===== config.mk =====
export PLATFORM = sky130hd
export DESIGN_NAME = i2s_sample_buffer
export DESIGN_NICKNAME = d
export VERILOG_FILES = /design/src/rtl/i2s_sample_buffer.sv
export SDC_FILE = /design/constraint.sdc
export NUM_CORES = 1
export LEC_CHECK = 0
export CAP_MARGIN = 30
export CORE_MARGIN = 2
export CORE_UTILIZATION = 50
export DETAILED_ROUTE_END_ITERATION = 6
export PLACE_DENSITY = 0.72
export SKIP_CTS_REPAIR_TIMING = 1
export SKIP_LAST_GASP = 1
export SYNTH_ARGS = -nofsm -noshare
export SYNTH_HDL_FRONTEND = slang
export SYNTH_SLANG_ARGS = --single-unit
export TNS_END_PERCENT = 30

===== constraint.sdc =====
create_clock -name BCLK -period 3.1 [get_ports BCLK]
set_input_delay 0.62 -clock BCLK [delete_from_list [all_inputs] [get_ports BCLK]]
set_output_delay 0.62 -clock BCLK [all_outputs]
set_load 0.01 [all_outputs]

===== src/rtl/i2s_sample_buffer.sv =====
// i2s_sample_buffer: elastic BCLK-domain sample FIFO between the I2S deserializer
// and the serializer. It primes to PRIME_LEVEL before output starts, pops one
// sample per tx frame (on each LRCLK falling edge) and keeps sticky
// overflow/underflow flags.
module i2s_sample_buffer #(
    parameter int unsigned BIT_DEPTH     = 18,
    parameter int unsigned DEPTH         = 8,
    parameter int unsigned PRIME_LEVEL   = 4,
    parameter int unsigned UNDERRUN_HOLD = 0
) (
    input  logic                     BCLK,
    input  logic                     RST_N,
    input  logic [BIT_DEPTH-1:0]     rx_data,
    input  logic                     rx_ready,
    input  logic                     tx_lrclk,
    input  logic                     clear_flags,
    output logic [BIT_DEPTH-1:0]     tx_data,
    output logic [$clog2(DEPTH):0]   level,
    output logic                     primed,
    output logic                     overflow,
    output logic                     underflow
);

    localparam int unsigned PTR_W = $clog2(DEPTH);
    localparam int unsigned LVL_W = PTR_W + 1;

    typedef enum logic {
        ST_FILL = 1'b0,
        ST_RUN  = 1'b1
    } state_e;

    state_e                 state_q, state_d;
    logic                   rx_ready_q, rx_ready_d;
    logic                   lrclk_q, lrclk_d;
    logic [PTR_W-1:0]       wr_ptr_q, wr_ptr_d;
    logic [PTR_W-1:0]       rd_ptr_q, rd_ptr_d;
    logic [LVL_W-1:0]       level_q, level_d;
    logic [BIT_DEPTH-1:0]   tx_data_q, tx_data_d;
    logic                   overflow_q, overflow_d;
    logic                   underflow_q, underflow_d;
    logic                   primed_q, primed_d;
    logic [BIT_DEPTH-1:0]   mem_q [DEPTH];

    logic wr_c, rd_c, run_c, empty_c, full_c;
    logic push_c, pop_c, ovf_set_c, unf_set_c;

    // Edge detection and push/pop decisions; a pop in RUN frees a slot for a same-cycle write
    always_comb begin
        wr_c      = rx_ready & ~rx_ready_q;
        rd_c      = lrclk_q & ~tx_lrclk;
        run_c     = (state_q == ST_RUN);
        empty_c   = (level_q == LVL_W'(0));
        full_c    = (level_q == LVL_W'(DEPTH));
        pop_c     = run_c & rd_c & ~empty_c;
        unf_set_c = run_c & rd_c & empty_c;
        push_c    = wr_c & (~full_c | pop_c);
        ovf_set_c = wr_c & full_c & ~pop_c;
    end

    // State register
    always_ff @(posedge BCLK or negedge RST_N) begin
        if (!RST_N) begin
            state_q <= ST_FILL;
        end else begin
            state_q <= state_d;
        end
    end

    // Next state: prime on the registered level, fall back to FILL on an underrun
    always_comb begin
        state_d = state_q;
        case (state_q)
            ST_FILL: if (level_q >= LVL_W'(PRIME_LEVEL)) state_d = ST_RUN;
            ST_RUN:  if (unf_set_c)                      state_d = ST_FILL;
            default: state_d = ST_FILL;
        endcase
    end

    // Datapath and registered-output next values
    always_comb begin
        rx_ready_d  = rx_ready;
        lrclk_d     = tx_lrclk;
        wr_ptr_d    = wr_ptr_q;
        rd_ptr_d    = rd_ptr_q;
        level_d     = level_q;
        tx_data_d   = tx_data_q;
        primed_d    = (state_d == ST_RUN);
        overflow_d  = (overflow_q & ~clear_flags) | ovf_set_c;
        underflow_d = (underflow_q & ~clear_flags) | unf_set_c;

        if (push_c) wr_ptr_d = wr_ptr_q + PTR_W'(1);
        if (pop_c)  rd_ptr_d = rd_ptr_q + PTR_W'(1);

        case ({push_c, pop_c})
            2'b10:   level_d = level_q + LVL_W'(1);
            2'b01:   level_d = level_q - LVL_W'(1);
            default: level_d = level_q;
        endcase

        if (pop_c) begin
            tx_data_d = mem_q[rd_ptr_q];
        end else if (unf_set_c) begin
            tx_data_d = (UNDERRUN_HOLD != 0) ? tx_data_q : '0;
        end
    end

    // Control and output registers
    always_ff @(posedge BCLK or negedge RST_N) begin
        if (!RST_N) begin
            rx_ready_q  <= 1'b0;
            lrclk_q     <= 1'b0;
            wr_ptr_q    <= '0;
            rd_ptr_q    <= '0;
            level_q     <= '0;
            tx_data_q   <= '0;
            overflow_q  <= 1'b0;
            underflow_q <= 1'b0;
            primed_q    <= 1'b0;
        end else begin
            rx_ready_q  <= rx_ready_d;
            lrclk_q     <= lrclk_d;
            wr_ptr_q    <= wr_ptr_d;
            rd_ptr_q    <= rd_ptr_d;
            level_q     <= level_d;
            tx_data_q   <= tx_data_d;
            overflow_q  <= overflow_d;
            underflow_q <= underflow_d;
            primed_q    <= primed_d;
        end
    end

    // Sample storage; contents are qualified by level so no reset is needed
    always_ff @(posedge BCLK) begin
        if (push_c) mem_q[wr_ptr_q] <= rx_data;
    end

    assign tx_data   = tx_data_q;
    assign level     = level_q;
    assign primed    = primed_q;
    assign overflow  = overflow_q;
    assign underflow = underflow_q;

endmodule

======== Word level (Yosys, flattened, before mapping) ========
Memory sizes are Yosys's and may differ from the RTL's.
Cells that the tools add are included.
word-level totals
  RAM bits ................................ 144
  logic and storage cells ................. 49
  output and inout port bits .............. 25
  latch bits .............................. 0
  register bits after elaboration ......... 33
  memories kept ........................... 1
  bits in read-only memories .............. 0
memory list
  memory  words  bits a word  read ports  clocked after memory_dff  write ports  line  RTL
  mem_q   8      18           1           0                         1            42    logic [BIT_DEPTH-1:0] mem_q [DEPTH];
cells by class
  equality and inequality tests ........... 3
  magnitude comparators ................... 1
  add/subtract/negate cells ............... 4
  div/mod/pow operators ................... 0
  shift operators ......................... 0
  mux-type cells .......................... 8
  reduce and logical (&&, ||, !) cells .... 3
  bitwise operators ....................... 20
  $mul .................................... 0
operators with widths
  kind                                                                    number
  18-bit 2-to-1 mux                                                       2
  1-bit bitwise AND                                                       10
  4-bit one-hot mux with 2 select lines                                   1
  1-bit NOT                                                               7
  3-bit by 1-bit adder with 3-bit output (second input constant)          2
  4-bit by 1-bit adder with 4-bit output (second input constant)          1
  4-bit equality test (second input constant)                             1
  4-bit by 3-bit >= comparator with 1-bit output (second input constant)  1
  4-bit zero test                                                         1
  1-bit 2-to-1 mux                                                        4
  2-bit nonzero test                                                      2
  4-bit by 1-bit subtractor with 4-bit output (second input constant)     1
  1-bit OR                                                                3
  2-bit by 1-bit equality test with 1-bit output (second input constant)  1
  2-bit equality test (second input constant)                             1
  1-bit one-hot mux with 2 select lines                                   1

======== Logic depth before layout (Yosys ltp) ========
  depth in word-level cells ............... 8
  gate-level depth with buffers ........... 8

======== Worst setup path after synthesis ========
OpenSTA, ideal clock, no wires.
  path kind ............................... input -> register
  start ................................... input port tx_lrclk
  end ..................................... memory mem_q[1][0], enable pin
  stages .................................. 4
  arrival time ............................ 2.602 ns
  setup time .............................. 0.416 ns
  path slack .............................. 0.082 ns
  path through ............................ nand3b_1 a21oi_1 nand2_1 nor3_1
on the way
  longest elaborated chain between the ends .. 8
RTL lines
  item                                    line  RTL
  from (decl)                             15    input logic tx_lrclk,
  1-bit NOT                               50    rd_c = lrclk_q & ~tx_lrclk;
  1-bit bitwise AND                       50
  1-bit bitwise AND (2 in series)         54    pop_c = run_c & rd_c & ~empty_c;
  1-bit OR                                56    push_c = wr_c & (~full_c | pop_c);
  1-bit bitwise AND                       56
  1-bit 2-to-1 mux                        134   if (push_c) mem_q[wr_ptr_q] <= rx_data;
  1-bit 2-to-1 mux (implied by the code)  134
  to (decl)                               42
Every way passes these cells.

======== Worst setup path in the final report ========
  start ................................... input port rx_ready
  end ..................................... memory mem_q[4][1], enable pin
on the way
  longest elaborated chain between the ends .. 4
RTL lines
  item                                    line  RTL
  from (decl)                             14    input logic rx_ready,
  1-bit bitwise AND                       49    wr_c = rx_ready & ~rx_ready_q;
  1-bit bitwise AND                       56
  1-bit 2-to-1 mux                        134
  1-bit 2-to-1 mux (implied by the code)  134
Every way passes these cells.

==> out/qor.tcl <==
set qor(number_of_max_cap_violations) 0
set qor(report.final.setup_viol) 0
set qor(power.ir.vdd_worst_mv) 0.406
set qor(synth-seq-area-share_pct) 76.1
set qor(p_per_area_nw_per_um2) 876
set qor(synth.net_count) 364
set qor(sum_neg_setup_slack_ns) 0
set qor(design.portCount) 48
set qor(status) {finished clean}
set qor(port_buffers) 47
set qor(clk_latency_ns) 0.42
set qor(post_synth_inst_count) 338
set qor(maxSlewViolCount) 0
set qor(cts_tree) {done}
set qor(synth_top_family_by_area) {multiplexers}
set qor(grt_util_all_layers_pct) 19.1
set qor(yosysUniqueCellTypes) 33
set qor(async_flop_share_pct) 18.6
set qor(timing.hold.worst.class) {input port to asynchronous set/reset pin}
set qor(count_of_flip_flops_with_a_built_in_enable_after_synthesis) 144
set qor(crit_path_end_kind) {flip-flop}
set qor(ff_latch_area_um2) 5150
set qor(post-route-period-util_pct) 74.8
set qor(worst_setup_hold_path_clk_slew_ns) 0.07
set qor(worstSetupPathType) {input port to flip-flop}
set qor(power.leakage_nw) 2.84
set qor(synth_fa_ha_area_share_pct) 0.555
set qor(multiInputGateArea_um2) 1550
set qor(hold_viol_final) 0
set qor(drc) 0
set qor(ctsLongestPathBuffers) 2
set qor(synth_compound_area_share_pct) 2.50
set qor(dominantRegCellSynth) {sky130_fd_sc_hd__edfxtp_1}
set qor(start_util_pct) 51.1
set qor(post_drt_via_cell_ratio) 5.55
set qor(cts_root_buf) {sky130_fd_sc_hd__clkbuf_16}
set qor(grt_pass1_vias) 3558
set qor(hpwlAfterDp_mm) 7.97
set qor(layout-area-overhead-vs-synth_pct) 21.1
set qor(rsz0062_at_grt) {false}
set qor(post_synth_xor_area_fraction_pct) 0.906
set qor(antenna_found_initial) 0
set qor(arrival_ns) 2.44
set qor(worst_hold_slack_ns) 0.309
set qor(drive_above_1_share_pct) 23.9
set qor(yosys.area_share.simple_pct) 3.57
set qor(timing.max_slew.rel_slack_pct) 42.8
set qor(gpl.final_weighted_congestion) 0.816
set qor(clock_sinks) 177
set qor(cp.required_ns) 3.22
set qor(antenna_cells) 0
set qor(htreeDepth) 4
set qor(synth.cell_area_um2) 6770
set qor(synth.yosys.warnings) 0
set qor(floorplan.core_area_um2) 13200
set qor(path_max_fanout) 8
set qor(synth-seq-cells) 177
set qor(fp.dieArea_um2) 14500
set qor(most-common-layout-cells) {sky130_fd_sc_hd__edfxtp_1 (144), sky130_fd_sc_hd__clkdlybuf4s50_1 (46), sky130_fd_sc_hd__mux4_2 (36)}
set qor(initialDrtViolationCount) 198
set qor(setup.worst_path.start_class) {input port}
set qor(wl_final_mm) 12.7
set qor(post-route-min-period_ns) 2.32
set qor(total_via_count_in_the_routed_design) 3347
set qor(wire_length_of_the_first_global_routing_pass_mm) 19.8
set qor(drt-pass1-iter-count) 4
set qor(grt_start_max_net_pins) 39
set qor(fin_worst_skew_ns) 0.00832
set qor(die_w_um) 120
set qor(fillerInstances) 978
set qor(drtAntennaViolNets) 0
set qor(numCtsBuffers) 17
set qor(overflow_after_grt) 0
set qor(placement_rows) 42
set qor(chipHeight_um) 120
set qor(final_common_cell) {sky130_fd_sc_hd__edfxtp_1}
set qor(synth_mux_area_share_pct) 15.2
set qor(finish.net_count) 440
set qor(achievable-frequency_mhz) 431
set qor(tightestPinTransition_ns) 0.859
set qor(wl_per_cell_um) 21.0
set qor(synthesis.area_per_instance_um2) 20.0
==> metal layers <==
layer	vias to the layer above	track usage, %	part of all wire [%]
met3	15	4.58	6.0
li1	1495	-	-
met2	99	30.5	51
met1	1738	26.0	42
met5	-	0	0
met4	0	7.34	1.3
==> where the power goes <==
part	total, mW	switching (mW)	leakage [nW]	internal [mW]
clock network	2.17	0.894	0.294	1.28
logic	1.80	0.794	0.834	1.01
registers	3.20	0.296	1.71	2.90
total	7.17	1.98	2.84	5.19
==> Yosys cell counts, types with 2 or more instances <==
cell                       number  area (um2)
sky130_fd_sc_hd__buf_4          3        22.5
sky130_fd_sc_hd__mux2i_1       19         190
sky130_fd_sc_hd__edfxtp_1     144        4320
sky130_fd_sc_hd__nand2b_1       5        31.3
sky130_fd_sc_hd__xnor2_1        6        52.6
sky130_fd_sc_hd__nor2_1         7        26.3
sky130_fd_sc_hd__nand2_1       27         101
sky130_fd_sc_hd__a21oi_1        2        10.0
sky130_fd_sc_hd__clkbuf_1       4        15.0
sky130_fd_sc_hd__dfrtp_1       33         826
sky130_fd_sc_hd__ha_1           3        37.5
sky130_fd_sc_hd__mux4_2        36         811
sky130_fd_sc_hd__nor3_1         3        15.0
sky130_fd_sc_hd__inv_1          2        7.51
sky130_fd_sc_hd__buf_2          7        35.0
sky130_fd_sc_hd__o21ai_0       20         100
==> cell families after synthesis <==
logic type	after synthesis
multiplexers	57
adder cells (fa/ha/maj)	3
flip-flops	177
AND/OR/NAND/NOR	50
XOR/XNOR	7
buffers and inverters	16
AO/OA/AOI/OAI	28
==> metrics by stage <==
stage               worst slack [ns]  std cells  instance area [um2]  util (%)  power, mW
finish                         0.780        603                 8190      61.9       7.17
global route                   0.588        603                 8190      61.9       7.51
CTS                            0.816        603                 8190      61.9       7.26
detailed placement             0.372        571                 7580      57.3       5.08
global placement               0.488        571                 7580      57.3       5.02
floorplan                     0.0822        338                 6770         -       4.35
==> registers in the layout, indices dropped and copies added, names as in the netlist <==
name / cells
mem_q: 144
tx_data: 18
rx_ready_q: 1
underflow: 1
wr_ptr_q: 3
lrclk_q: 1
rd_ptr_q: 3
level: 4
overflow: 1
primed: 1
==> worst max-delay path, stage by stage <==
cell and delay, ns:
sky130_fd_sc_hd__clkdlybuf4s50_1 0.50, sky130_fd_sc_hd__nand2b_1 0.14, sky130_fd_sc_hd__a21oi_1 0.47, sky130_fd_sc_hd__nand2b_1 0.23, sky130_fd_sc_hd__nor2_1 0.25, sky130_fd_sc_hd__buf_4 0.23
==> worst paths after layout <==
check / slack, ns / endpoint / start / depth (start not counted)
worst max register to register: 0.90 / mem_q[4][1] / level[3] / 5
max in group asynchronous: 2.20 / rd_ptr_q[0] / RST_N / 1
worst max-delay path: 0.78 / mem_q[4][1] / rx_ready / 6
worst min register to register: 0.48 / tx_data[6] / tx_data[6] / 2
worst min-delay path: 0.31 / tx_data[1] / RST_N / 1
min in group BCLK: 0.48 / tx_data[6] / tx_data[6] / 2
==> cell type report <==
cell class	instances	area share (%)
flip-flops and latches	177	62.9
repair buffers	71	8.03
inverters	2	0.0916
clock inverters	15	2.23
well taps	176	2.69
clock buffers	17	5.19
multi-input cells	145	18.9
No activity file was read; power rests on OpenSTA's default activity.
